`config.mk`:
```
export PLATFORM = sky130hd
export DESIGN_NAME = neopixel_controller
export DESIGN_NICKNAME = d
export VERILOG_FILES = /design/src/rtl/neopixel_pkg.sv /design/src/rtl/neo_bit_timer.sv /design/src/rtl/neopixel_controller.sv
export SDC_FILE = /design/constraint.sdc
export NUM_CORES = 1
export LEC_CHECK = 0
export CORE_MARGIN = 3
export CORE_UTILIZATION = 40
export CTS_BUF_LIST = sky130_fd_sc_hd__clkbuf_4 sky130_fd_sc_hd__clkbuf_8 sky130_fd_sc_hd__clkbuf_16
export CTS_CLUSTER_DIAMETER = 150
export DETAILED_ROUTE_END_ITERATION = 10
export HOLD_SLACK_MARGIN = 0.06
export PLACE_DENSITY = 0.63
export SYNTH_ARGS = -nofsm -noshare
export SYNTH_HDL_FRONTEND = slang
export SYNTH_SLANG_ARGS = --single-unit
```
`constraint.sdc`:
```
create_clock -name clock -period 5.5 [get_ports clock]
set_input_delay 1.375 -clock clock [delete_from_list [all_inputs] [get_ports clock]]
set_output_delay 1.375 -clock clock [all_outputs]
set_load 0.005 [all_outputs]
```
`src/rtl/neopixel_pkg.sv`:
```
// Shared definitions for the NeoPixel (WS2812) strip controller and its producer.
// Holds the controller state encoding, the colour channel enum, default bit
// timing at 50 MHz and the brightness cap level used by NEO_BRIGHTNESS_CAP_EN.
package neopixel_pkg;

    typedef enum logic [1:0] {
        IDLE      = 2'd0,
        SEND_HIGH = 2'd1,
        SEND_LOW  = 2'd2,
        LATCH     = 2'd3
    } state_t;

    typedef enum logic [1:0] {
        GREEN = 2'd0,
        RED   = 2'd1,
        BLUE  = 2'd2
    } color_t;

    localparam int DEF_NUM_PIXELS = 5;
    localparam int DEF_T0H        = 18;
    localparam int DEF_T0L        = 40;
    localparam int DEF_T1H        = 35;
    localparam int DEF_T1L        = 30;
    localparam int DEF_T_RESET    = 2500;

    localparam logic [7:0] BRIGHT_CAP = 8'h40;

endpackage

```
`src/rtl/neo_bit_timer.sv`:
```
// Loadable down-counter that times one phase of the WS2812 waveform.
// Loading N makes expired rise in the N-th cycle after the load edge, so the
// owner can switch phase (and reload) on that same edge.
module neo_bit_timer #(
    parameter int CNT_W = 12
) (
    input  logic             clock,
    input  logic             reset,
    input  logic             load,
    input  logic [CNT_W-1:0] load_val,
    output logic             expired
);

    logic [CNT_W-1:0] count;

    // Reload on request, otherwise count down and park at zero.
    always_ff @(posedge clock or posedge reset) begin
        if (reset) begin
            count <= '0;
        end else if (load) begin
            count <= load_val;
        end else if (count != '0) begin
            count <= count - 1'b1;
        end
    end

    assign expired = (count == CNT_W'(1));

endmodule

```
`src/rtl/neopixel_controller.sv`:
```
// WS2812 frame buffer and serialiser for a short NeoPixel strip.
// Accepts per-channel colour writes while idle, then shifts the whole GRB
// buffer out on neo_data with exact high/low cycle counts and a latch gap.
// Build option: NEO_BRIGHTNESS_CAP_EN clamps stored levels to 8'h40.
module neopixel_controller
    import neopixel_pkg::*;
#(
    parameter int NUM_PIXELS = DEF_NUM_PIXELS,
    parameter int T0H        = DEF_T0H,
    parameter int T0L        = DEF_T0L,
    parameter int T1H        = DEF_T1H,
    parameter int T1L        = DEF_T1L,
    parameter int T_RESET    = DEF_T_RESET
) (
    input  logic       clock,
    input  logic       reset,
    input  logic [2:0] pixel_index,
    input  logic [1:0] color_index,
    input  logic [7:0] color_level,
    input  logic       load_color,
    input  logic       send_it,
    output logic       neo_data,
    output logic       ready_to_load,
    output logic       ready_to_send,
    output logic       done_send,
    output logic       done_wait
);

    localparam int         CNT_W    = $clog2(T_RESET + 1);
    localparam logic [2:0] LAST_PIX = 3'(NUM_PIXELS - 1);

    state_t           state;
    logic [7:0]       frame_mem [NUM_PIXELS][3];
    logic [23:0]      pix_word  [NUM_PIXELS];
    logic [2:0]       pix;
    logic [4:0]       bit_idx;
    logic [2:0]       nxt_pix;
    logic [4:0]       nxt_idx;
    logic             cur_bit;
    logic             nxt_bit;
    logic             first_bit;
    logic             last_bit;
    logic             write_en;
    logic [7:0]       wr_level;
    logic             tmr_load;
    logic [CNT_W-1:0] tmr_val;
    logic             tmr_exp;

    function automatic logic [7:0] cap_level(input logic [7:0] lvl);
`ifdef NEO_BRIGHTNESS_CAP_EN
        cap_level = (lvl > BRIGHT_CAP) ? BRIGHT_CAP : lvl;
`else
        cap_level = lvl;
`endif
    endfunction

    function automatic logic [CNT_W-1:0] high_len(input logic b);
        high_len = b ? CNT_W'(T1H) : CNT_W'(T0H);
    endfunction

    function automatic logic [CNT_W-1:0] low_len(input logic b);
        low_len = b ? CNT_W'(T1L) : CNT_W'(T0L);
    endfunction

    assign write_en = (state == IDLE) && load_color &&
                      (pixel_index <= LAST_PIX) && (color_index != 2'd3);
    assign wr_level = cap_level(color_level);

    // Each pixel viewed as one 24-bit word, G in the MSBs so bit 23 goes first.
    always_comb begin
        for (int p = 0; p < NUM_PIXELS; p++) begin
            pix_word[p] = {frame_mem[p][0], frame_mem[p][1], frame_mem[p][2]};
        end
    end

    // Pixel index saturates on the last pixel; the frame ends there instead.
    assign last_bit = (pix == LAST_PIX) && (bit_idx == 5'd0);
    assign nxt_pix  = ((bit_idx == 5'd0) && (pix != LAST_PIX)) ? pix + 3'd1 : pix;
    assign nxt_idx  = (bit_idx == 5'd0) ? 5'd23 : bit_idx - 5'd1;
    assign cur_bit  = pix_word[pix][bit_idx];
    assign nxt_bit  = pix_word[nxt_pix][nxt_idx];

    // A load in the send cycle lands in the buffer on the same edge, so the
    // very first bit must see the incoming green MSB of pixel 0.
    assign first_bit = (write_en && (pixel_index == 3'd0) && (color_index == GREEN))
                       ? wr_level[7] : frame_mem[0][0][7];

    // Pick the duration of the phase being entered on this edge.
    always_comb begin
        tmr_load = 1'b0;
        tmr_val  = '0;
        case (state)
            IDLE: begin
                if (send_it) begin
                    tmr_load = 1'b1;
                    tmr_val  = high_len(first_bit);
                end
            end
            SEND_HIGH: begin
                if (tmr_exp) begin
                    tmr_load = 1'b1;
                    tmr_val  = low_len(cur_bit);
                end
            end
            SEND_LOW: begin
                if (tmr_exp) begin
                    tmr_load = 1'b1;
                    tmr_val  = last_bit ? CNT_W'(T_RESET) : high_len(nxt_bit);
                end
            end
            default: begin
                tmr_load = 1'b0;
            end
        endcase
    end

    neo_bit_timer #(
        .CNT_W(CNT_W)
    ) u_timer (
        .clock    (clock),
        .reset    (reset),
        .load     (tmr_load),
        .load_val (tmr_val),
        .expired  (tmr_exp)
    );

    // Frame buffer: written only while idle, cleared by reset.
    always_ff @(posedge clock or posedge reset) begin
        if (reset) begin
            for (int p = 0; p < NUM_PIXELS; p++) begin
                for (int c = 0; c < 3; c++) begin
                    frame_mem[p][c] <= 8'h00;
                end
            end
        end else if (write_en) begin
            frame_mem[pixel_index][color_index] <= wr_level;
        end
    end

    // Waveform sequencer: phase transitions, bit/pixel position, line and pulses.
    always_ff @(posedge clock or posedge reset) begin
        if (reset) begin
            state     <= IDLE;
            pix       <= 3'd0;
            bit_idx   <= 5'd23;
            neo_data  <= 1'b0;
            done_send <= 1'b0;
            done_wait <= 1'b0;
        end else begin
            done_send <= 1'b0;
            done_wait <= 1'b0;
            case (state)
                IDLE: begin
                    if (send_it) begin
                        state    <= SEND_HIGH;
                        pix      <= 3'd0;
                        bit_idx  <= 5'd23;
                        neo_data <= 1'b1;
                    end
                end
                SEND_HIGH: begin
                    if (tmr_exp) begin
                        state    <= SEND_LOW;
                        neo_data <= 1'b0;
                    end
                end
                SEND_LOW: begin
                    if (tmr_exp) begin
                        if (last_bit) begin
                            state     <= LATCH;
                            done_send <= 1'b1;
                        end else begin
                            state    <= SEND_HIGH;
                            pix      <= nxt_pix;
                            bit_idx  <= nxt_idx;
                            neo_data <= 1'b1;
                        end
                    end
                end
                default: begin
                    neo_data <= 1'b0;
                    if (tmr_exp) begin
                        state     <= IDLE;
                        done_wait <= 1'b1;
                    end
                end
            endcase
        end
    end

    assign ready_to_load = (state == IDLE);
    assign ready_to_send = (state == IDLE);

endmodule

```
== After elaboration in Yosys (flattened, before gate mapping) ==
Cells that the tools add are included.
W data, S select, Z words.

* Input port bits: 17
* Latch bits: 0
* Bits in writable memories: 0
* Memories: 0
* Output and inout port bits: 5
* ROM bits: 0
* Logic and storage cells: 124
* Flip-flop bits (word level): 145

* Equal/unequal tests: 10
* Bitwise gates (word level): 4
* Shift operators: 0
* Multipliers: 0
* Order comparisons: 9
* Divide/modulo/power cells: 0
* Reductions and logical operators: 22
* Multiplexer cells: 54
* Add/sub/neg operators: 3

{| class="wikitable"
|+ Operators with widths
! operator !! number
|-
| $bmux W24 S3 || 2
|-
| $bwmux W120 || 1
|-
| $mux W24 || 5
|-
| $demux W24 S3 || 1
|-
| $mux W12 || 4
|-
| $pmux W12 S3 || 1
|-
| $mux W6 || 5
|-
| $mux W5 || 4
|-
| $demux W8 S2 || 1
|-
| $mux W1 || 13
|-
| $eq A12 B1 Y1 const B || 1
|-
| $ge A4 B4 Y1 const B || 3
|-
| $lt A5 B6 Y1 const B || 2
|-
| $mux W3 || 4
|-
| $not A3 Y4 || 3
|-
| $reduce_and A4 Y1 || 3
|-
| $reduce_bool A12 Y1 || 1
|-
| $sub A12 B1 Y12 const B || 1
|-
| $bmux W1 S5 || 2
|-
| $mux W2 || 5
|-
| $ne A2 B2 Y1 const B || 5
|-
| $pmux W5 S2 || 1
|-
| $logic_and A1 B1 Y1 || 9
|-
| $mux W8 || 1
|-
| 21 further kinds || 24
|}

== Longest topological paths before layout ==
Gate-level depths: netlist (run 1).

* Depth in word-level cells: 14
* Mapped depth: 16
* Depth with buffers taken out: 10

== Hierarchy ==
From an unflattened synthesis (run 1), not the netlist that was laid out.

* Cells, all modules: 781
* Area total of the unflattened synthesis: 8882.3 um2

{| class="wikitable"
|+ Modules (own cells, without submodules)
! module !! instances !! cells each !! sequential area each (um2) !! area each (um2)
|-
| neopixel_controller || 1 || 694 || 3333.2 || 8111.5
|-
| neo_bit_timer || 1 || 87 || 300.3 || 770.7
|}

== Worst setup path before layout (run 1) ==
Ideal clock, no wire load.

* Kind: register -> register
* From: register bit_idx[0]
* To: register u_timer.count[0]
* Library setup time: 127 ps
* Required time: 5373 ps
* Stages on the path, launching flop included: 16
* Arrival time: 3337 ps
* Slack: 2037 ps
* Path buffers: 5
* Period minus slack after synthesis: 3463 ps
* Path through: dfstp_2 buf_6 buf_12 buf_4 buf_4 inv_2 ha_1 nor4b_4 and3_1 nor2_1 buf_2 mux4_2 a31o_1 o221a_1 o221ai_2 o21ai_1

* Word-level cells in the longest chain between the ends: 14
* Elaborated cells between the ends (all ways): 17
* Classes of those cells: add/sub: 1; mux: 12; bitwise: 1; reduce/logical: 3

{| class="wikitable"
|+ Ends and longest elaborated chain
! item !! RTL line !! source
|-
| from (decl) || neopixel_controller.sv:36 || <nowiki>logic [4:0] bit_idx;</nowiki>
|-
| from (signal assigned) || neopixel_controller.sv:175 || <nowiki>bit_idx <= nxt_idx;</nowiki>
|-
| $logic_not A5 Y1 || neopixel_controller.sv:77, neopixel_controller.sv:78, neopixel_controller.sv:79 ||
|-
| $logic_and A1 B1 Y1 || neopixel_controller.sv:78 || <nowiki>assign nxt_pix = ((bit_idx == 5'd0) && (pix != LAST_PIX)) ? pix + 3'd1 : pix;</nowiki>
|-
| $mux W3 || neopixel_controller.sv:78 ||
|-
| $not A3 Y4 (implied by the code) || neopixel_controller.sv:81 || <nowiki>assign nxt_bit = pix_word[nxt_pix][nxt_idx];</nowiki>
|-
| $bmux W24 S3 || neopixel_controller.sv:81 ||
|-
| $mux W24 (implied by the code) (2 in a row) || neopixel_controller.sv:81 ||
|-
| $bmux W1 S5 || neopixel_controller.sv:81 ||
|-
| $mux W1 (implied by the code) || neopixel_controller.sv:81 ||
|-
| $mux W6 || neopixel_controller.sv:58 || <nowiki>high_len = b ? CNT_W'(T1H) : CNT_W'(T0H);</nowiki>
|-
| $mux W12 * || neopixel_controller.sv:108 || <nowiki>tmr_val = last_bit ? CNT_W'(T_RESET) : high_len(nxt_bit);</nowiki>
|-
| $mux W12 * || neopixel_controller.sv:106 || <nowiki>if (tmr_exp) begin</nowiki>
|-
| $pmux W12 S3 * || neopixel_controller.sv:92 || <nowiki>case (state)</nowiki>
|-
| $mux W12 * || neo_bit_timer.sv:20 || <nowiki>end else if (load) begin</nowiki>
|-
| to (signal assigned) || neo_bit_timer.sv:21 || <nowiki>count <= load_val;</nowiki>
|-
| to (signal assigned) || neo_bit_timer.sv:23 || <nowiki>count <= count - 1'b1;</nowiki>
|-
| to (decl) || neo_bit_timer.sv:14 || <nowiki>logic [CNT_W-1:0] count;</nowiki>
|}

Mark *: on every way between the ends. The rest lies on a longest branch, timed or not. The select of a mux whose other input is x is not followed.
A chain may end at the register's enable or synchronous reset.

== Final worst setup path (run 1) ==
* From: register bit_idx[1]
* To: register u_timer.count[4]

* Word-level cells in the longest chain between the ends: 14
* Elaborated cells between the ends (all ways): 21
* Classes of those cells: add/sub: 1; mux: 16; bitwise: 1; reduce/logical: 3

{| class="wikitable"
|+ Ends and longest elaborated chain
! item !! RTL line
|-
| $logic_not A5 Y1 || neopixel_controller.sv:77, neopixel_controller.sv:78, neopixel_controller.sv:79
|-
| $logic_and A1 B1 Y1 || neopixel_controller.sv:78
|-
| $mux W3 || neopixel_controller.sv:78
|-
| $not A3 Y4 (implied by the code) || neopixel_controller.sv:81
|-
| $bmux W24 S3 || neopixel_controller.sv:81
|-
| $mux W24 (implied by the code) (2 in a row) || neopixel_controller.sv:81
|-
| $bmux W1 S5 || neopixel_controller.sv:81
|-
| $mux W1 (implied by the code) || neopixel_controller.sv:81
|-
| $mux W6 || neopixel_controller.sv:58
|-
| $mux W12 || neopixel_controller.sv:108
|-
| $mux W12 || neopixel_controller.sv:106
|-
| $pmux W12 S3 * || neopixel_controller.sv:92
|-
| $mux W12 * || neo_bit_timer.sv:20
|}

Marks and branches as above.

==> impl_metrics.tcl, run 1 <==
set metrics [dict create \
    status "complete, no violations" \
    critPathMaxFanout 21 \
    n_antenna_cell 0 \
    fin_crit_sh_pct 80.60 \
    synthTopCellsByArea "dfrtp_1, mux2_2, mux4_2" \
    crit_required_ns 5.87 \
    syn_area_um2 9072 \
    fin_skew_ns 0.01209 \
    gp_congestion 0.9711 \
    setup_viol 0 \
    slew_viol_final 0 \
    path_buf_inv 1 \
    postPlaceCellArea_um2 9438 \
    antenna_found_initial 0 \
    ys_types 84 \
    grt_pass1_wl_mm 40.35 \
    period_minus_slack_ns 4.433 \
    clkTransAtPathRegs_ns 0.06 \
    die_y_um 156.6 \
    slowest_stage "nor4b_4" \
    whs_ns 0.5146 \
    syn_inst 793 \
    syn-num-nets 820 \
    critPathArrivalTime_ns 4.80 \
    first_pass_iters 7 \
    port_buffers 21 \
    ys_ff_latch 145 \
    viasPerCell 6.396 \
    worstMarginPinSlew_ns 1.134 \
    dp_hpwl_mm 17.22 \
    cts_root_buf "clkbuf_16" \
    numCtsBuffers 17 \
    post_drt_wl_per_cell_um 23.30 \
    synth_top_area_share_pct 38.89 \
    hold_class "flop to flop" \
    drt_iter0_drc 819 \
    clk_latency_ns 0.44 \
    cpLargestDelayFamily "simple AND/OR/NAND/NOR gates" \
    routed_wl_mm 25.35 \
    ctsResizeCount 0 \
    antenna_left 0 \
    grt_pass1_vias 6767 \
    hold_violations 0 \
    setup_ws_ns 1.067 \
    ys.warnings.count 0 \
    yosysMostFrequentCell "dfrtp_1" \
    cts.path.max_buffers 2 \
    slew_headroom_pct 23.79 \
    crit_cells 10 \
    fmax_mhz 225.6 \
    yosysSeqAreaShare_pct 40.05 \
    syn_avg_cell_area_um2 11.44 \
    pre_cts_ws_ns 1.126 \
    fp.dieW_um 156.6 \
    critPathLaunchType "flop" \
    design_area_um2 10050 \
    critPathKind "flop to flop" \
    p_per_area_nw_per_um2 233.4 \
    initial_core_util_pct 41.19 \
    ys_top_cells_by_count "dfrtp_1, mux2_2, nor2_1, nand2_1, a21oi_1" \
    hold_path_depth 1 \
    synthFlopType "dfrtp_1" \
    power.leakage_uw 0.004489 \
    htree_levels 4 \
    drcViolationCount 0 \
    cpPeakStageDelay_ns 0.79 \
    vias 6959 \
    postCtsSetupBuffers 0 \
    drive_gt1_share_pct 27.97 \
    ys_async_sr_fraction_pct 100.0 \
    grt_setup_unrepaired "false" \
    fin_setup_tns_ns 0 \
    grt_max_degree 94 \
    rows 54 \
    core_um2 22030 \
    grt-ovfl-total 0 \
    die_area_um2 24520 \
    fin_nets 822 \
    ir_worst_vdd_mv 0.1379 \
    hold_buffers 0 \
    critical_path.endpoint_type "flop" \
    synth_edf_count 0 \
    cts_tree "done" \
    cts.sink_count 145 \
    yosysTopAreaCell "dfrtp_1" \
    ff2ff_path_depth 10 \
    crit_chain "inv_1, ha_1, nor4b_4, a21oi_1, nor2_1, mux4_2, o22ai_1, o311ai_1, o221ai_2, o21a_1" \
    synthToLayoutAreaGrowth_pct 10.81 \
    grt_use_total_pct 21.27 \
    max_cap_viol_count 0 \
    io-pin-count 22 \
]
-- cell usage in the layout, fill, tap and decap left out, types with 7 or more instances in the layout --
cell type,n
inv_1,13
nand2b_1,8
o221ai_1,9
a211oi_1,11
mux4_2,31
nor2b_1,7
mux4_1,9
a21oi_1,37
clkbuf_16,17
clkdlybuf4s50_1,21
dfrtp_1,140
ha_1,10
nand3_1,30
nor3_1,18
nand2_1,43
buf_4,11
mux2i_1,23
o21ai_0,25
a22oi_1,8
mux2_2,124
nor2_1,48
-- where the power goes --
part	internal, uW	total [uW]	switching (uW)
combinational	14.4	61.8	47.4
clock	744	1220	474
sequential	1070	1070	0
-- sequential cells by signal, summed over array words and instances, names as in the netlist --
name / count
bit_idx: 5
done_send: 1
done_wait: 1
frame_mem: 120
neo_data: 1
pix: 3
state: 2
u_timer.count: 12
-- per-layer routing --
metal	share of wire [%]	up-vias	GRT usage (%)
li1	-	3084	-
met1	45	3569	30.18
met2	46	270	33.03
met3	7.3	36	5.697
met4	1.6	0	4.502
met5	0	-	0
-- kinds of logic after synthesis --
kind of cell,synth area share (%)
compound gates,13.85
xor+xnor,0.6758
fa+ha+maj,1.379
buf+inv,4.082
flops,40.05
mux,28.23
simple gates,11.74
-- through the flow --
step | util (%) | cells | total power [uW]
after floorplan | - | 793 | 1112
after global placement | 42.85 | 1056 | 1149
after detailed placement | 42.85 | 1056 | 1149
after CTS | 45.64 | 1088 | 2357
after global routing | 45.64 | 1088 | 2417
final | 45.64 | 1088 | 2346
-- final cells by class --
cell class / count / area, um^2
clock buffers: 21 / 461.7
clock inverters: 11 / 153.9
fillers: 2033 / 11970
inverters: 16 / 65.06
multi-input cells: 582 / 5075
flip-flops and latches: 145 / 3635
well taps: 280 / 350.3
repair buffers: 33 / 312.8
-- worst paths after layout --
check	to	slack, ns	start
worst max-delay path	u_timer.count[4]	1.07	bit_idx[1]
worst min-delay path	neo_data	0.51	neo_data
worst max register to register	u_timer.count[4]	1.07	bit_idx[1]
worst min register to register	neo_data	0.51	neo_data
max in group asynchronous	bit_idx[2]	3.18	reset
min in group asynchronous	frame_mem[48]	1.49	reset
Power figures use the tool's default switching activity.
==> run 2: changes to the inputs <==
Settings changed: PLACE_DENSITY 0.63 to 0.61.
Clock period 5.5 ns to 4.5 ns, I/O delays scaled along.
==> impl_metrics.tcl, run 2 (synthesized netlist as in run 1, its figures left out) <==
set metrics [dict create \
    grt_max_degree 66 \
    n_antenna_cell 0 \
    gp_congestion 0.9933 \
    crit_chain "inv_1, ha_1, or4b_4, nand2_4, mux4_2, a211oi_1, o2bb2ai_1, o311ai_1, o221ai_2, o21a_1" \
    ff2ff_path_depth 10 \
    crit_required_ns 4.87 \
    drcViolationCount 0 \
    antenna_left 0 \
    hold_buffers 0 \
    fin_crit_sh_pct 80.58 \
    critPathLaunchType "flop" \
    top_regs "frame_mem x120, u_timer.count x12, bit_idx x5" \
    largest_reg_flops 120 \
    numCtsBuffers 17 \
    fin_util_pct 46.10 \
    clkTransAtPathRegs_ns 0.06 \
    initial_core_util_pct 41.19 \
    grt_pass1_wl_mm 41.12 \
    top_register "frame_mem" \
    ctsResizeCount 0 \
    die_area_um2 24520 \
    grt_pass1_vias 6809 \
    max_cap_viol_count 0 \
    status "complete, no violations" \
    cts_root_buf "clkbuf_16" \
    fp.dieW_um 156.6 \
    cts_tree "done" \
    vias 7031 \
    rows 54 \
    cts.sink_count 145 \
    grt_setup_unrepaired "false" \
    first_pass_iters 6 \
    post_drt_wl_per_cell_um 23.84 \
    path_buf_inv 1 \
    slew_headroom_pct 33.13 \
    port_buffers 21 \
    r2r-start "bit_idx[1]" \
    cpLargestDelayFamily "compound AO/OA/AOI/OAI gates" \
    whs_endpoint "neo_data" \
    antenna_found_initial 0 \
    critPathArrivalTime_ns 4.00 \
    worstMarginPinSlew_ns 0.9999 \
    hold_class "flop to flop" \
    ir_worst_vdd_mv 0.2025 \
    final_common_cell "dfrtp_1" \
    clk_latency_ns 0.44 \
    viasPerCell 6.398 \
    setup_viol 0 \
    hold_violations 0 \
    critical_path.endpoint_type "flop" \
    cts.path.max_buffers 2 \
    timing.rr.end "u_timer.count[4]" \
    fin_nets 833 \
    slew_viol_final 0 \
    hold_path_depth 1 \
    routed_wl_mm 26.20 \
    core_um2 22030 \
    fin_setup_tns_ns 0 \
    fmax_mhz 275.8 \
    final_cell_mix "dfrtp_1, mux2_2, nor2_1, nand2_1, a21oi_1" \
    drt_iter0_drc 593 \
    drive_gt1_share_pct 28.94 \
    critPathKind "flop to flop" \
    grt_use_total_pct 21.97 \
    grt-ovfl-total 0 \
    postCtsSetupBuffers 0 \
    fin_skew_ns 0.008565 \
    io-pin-count 22 \
    power.leakage_uw 0.004550 \
    p_per_area_nw_per_um2 282.0 \
    period_minus_slack_ns 3.626 \
    hp-start "neo_data" \
    dp_hpwl_mm 18.05 \
    reg2reg_slack_ns 0.87 \
    htree_levels 4 \
    slowest_stage "or4b_4" \
    die_y_um 156.6 \
    critPathMaxFanout 22 \
    cpPeakStageDelay_ns 0.67 \
    synthToLayoutAreaGrowth_pct 11.92 \
]
[run 2: worst reg2reg max path: cells and delay by family (launching register included)]
kind	cells	cell delay [ns]
simple gates	2	1.00
mux	1	0.57
flops	1	0.37
compound gates	5	1.09
fa+ha+maj	1	0.29
buf+inv	1	0.23
[run 2: routing by layer]
metal / GRT usage, % / share of wire, %
met5: 0 / 0
met4: 6.336 / 1.8
met3: 5.088 / 8.0
met2: 33.03 / 45
met1: 31.86 / 45
[run 2: final cells by class]
type,instances,area (um^2)
inverter,16,63.81
fill,2035,11870
multi-input combinational,582,5075
clock inverter,12,148.9
timing repair buffer,44,420.4
tap,280,350.3
sequential,145,3635
clock buffer,20,460.4
[run 2: report_power, final]
group / internal (uW) / leakage (uW) / switching (uW)
combinational: 19.7 / 0.00229 / 60.5
clock: 865 / 0.000297 / 614
sequential: 1300 / 0.00197 / 0
total: 2190 / 0.00455 / 675
[run 2: worst max path at each step]
stage | endpoint | slack [ns] | cells past startpoint | startpoint
4_1_cts | u_timer.count[4] | 0.92 | 10 | bit_idx[1]
3_3_place_gp | u_timer.count[5] | 0.95 | 10 | bit_idx[1]
2_1_floorplan | u_timer.count[0] | 1.04 | 15 | bit_idx[0]
6_report | u_timer.count[4] | 0.87 | 10 | bit_idx[1]
5_1_grt | u_timer.count[5] | 0.71 | 10 | bit_idx[1]
3_5_place_dp | u_timer.count[5] | 0.94 | 10 | bit_idx[1]
[run 2: per-stage QoR]
| step | instances | total power (uW) | instance area (um^2) | hold WS (ns) | setup slack (ns) |
|---|---|---|---|---|---|
| 2_1_floorplan | 793 | 1360 | 9076 | 0.4843 | 1.037 |
| 3_3_place_gp | 1067 | 1410 | 9544 | 0.5042 | 0.9514 |
| 3_5_place_dp | 1067 | 1410 | 9544 | 0.5013 | 0.9386 |
| 4_1_cts | 1099 | 2889 | 10150 | 0.5147 | 0.9164 |
| 5_1_grt | 1099 | 2950 | 10150 | 0.5354 | 0.7130 |
| 6_report | 1099 | 2863 | 10150 | 0.5167 | 0.8738 |
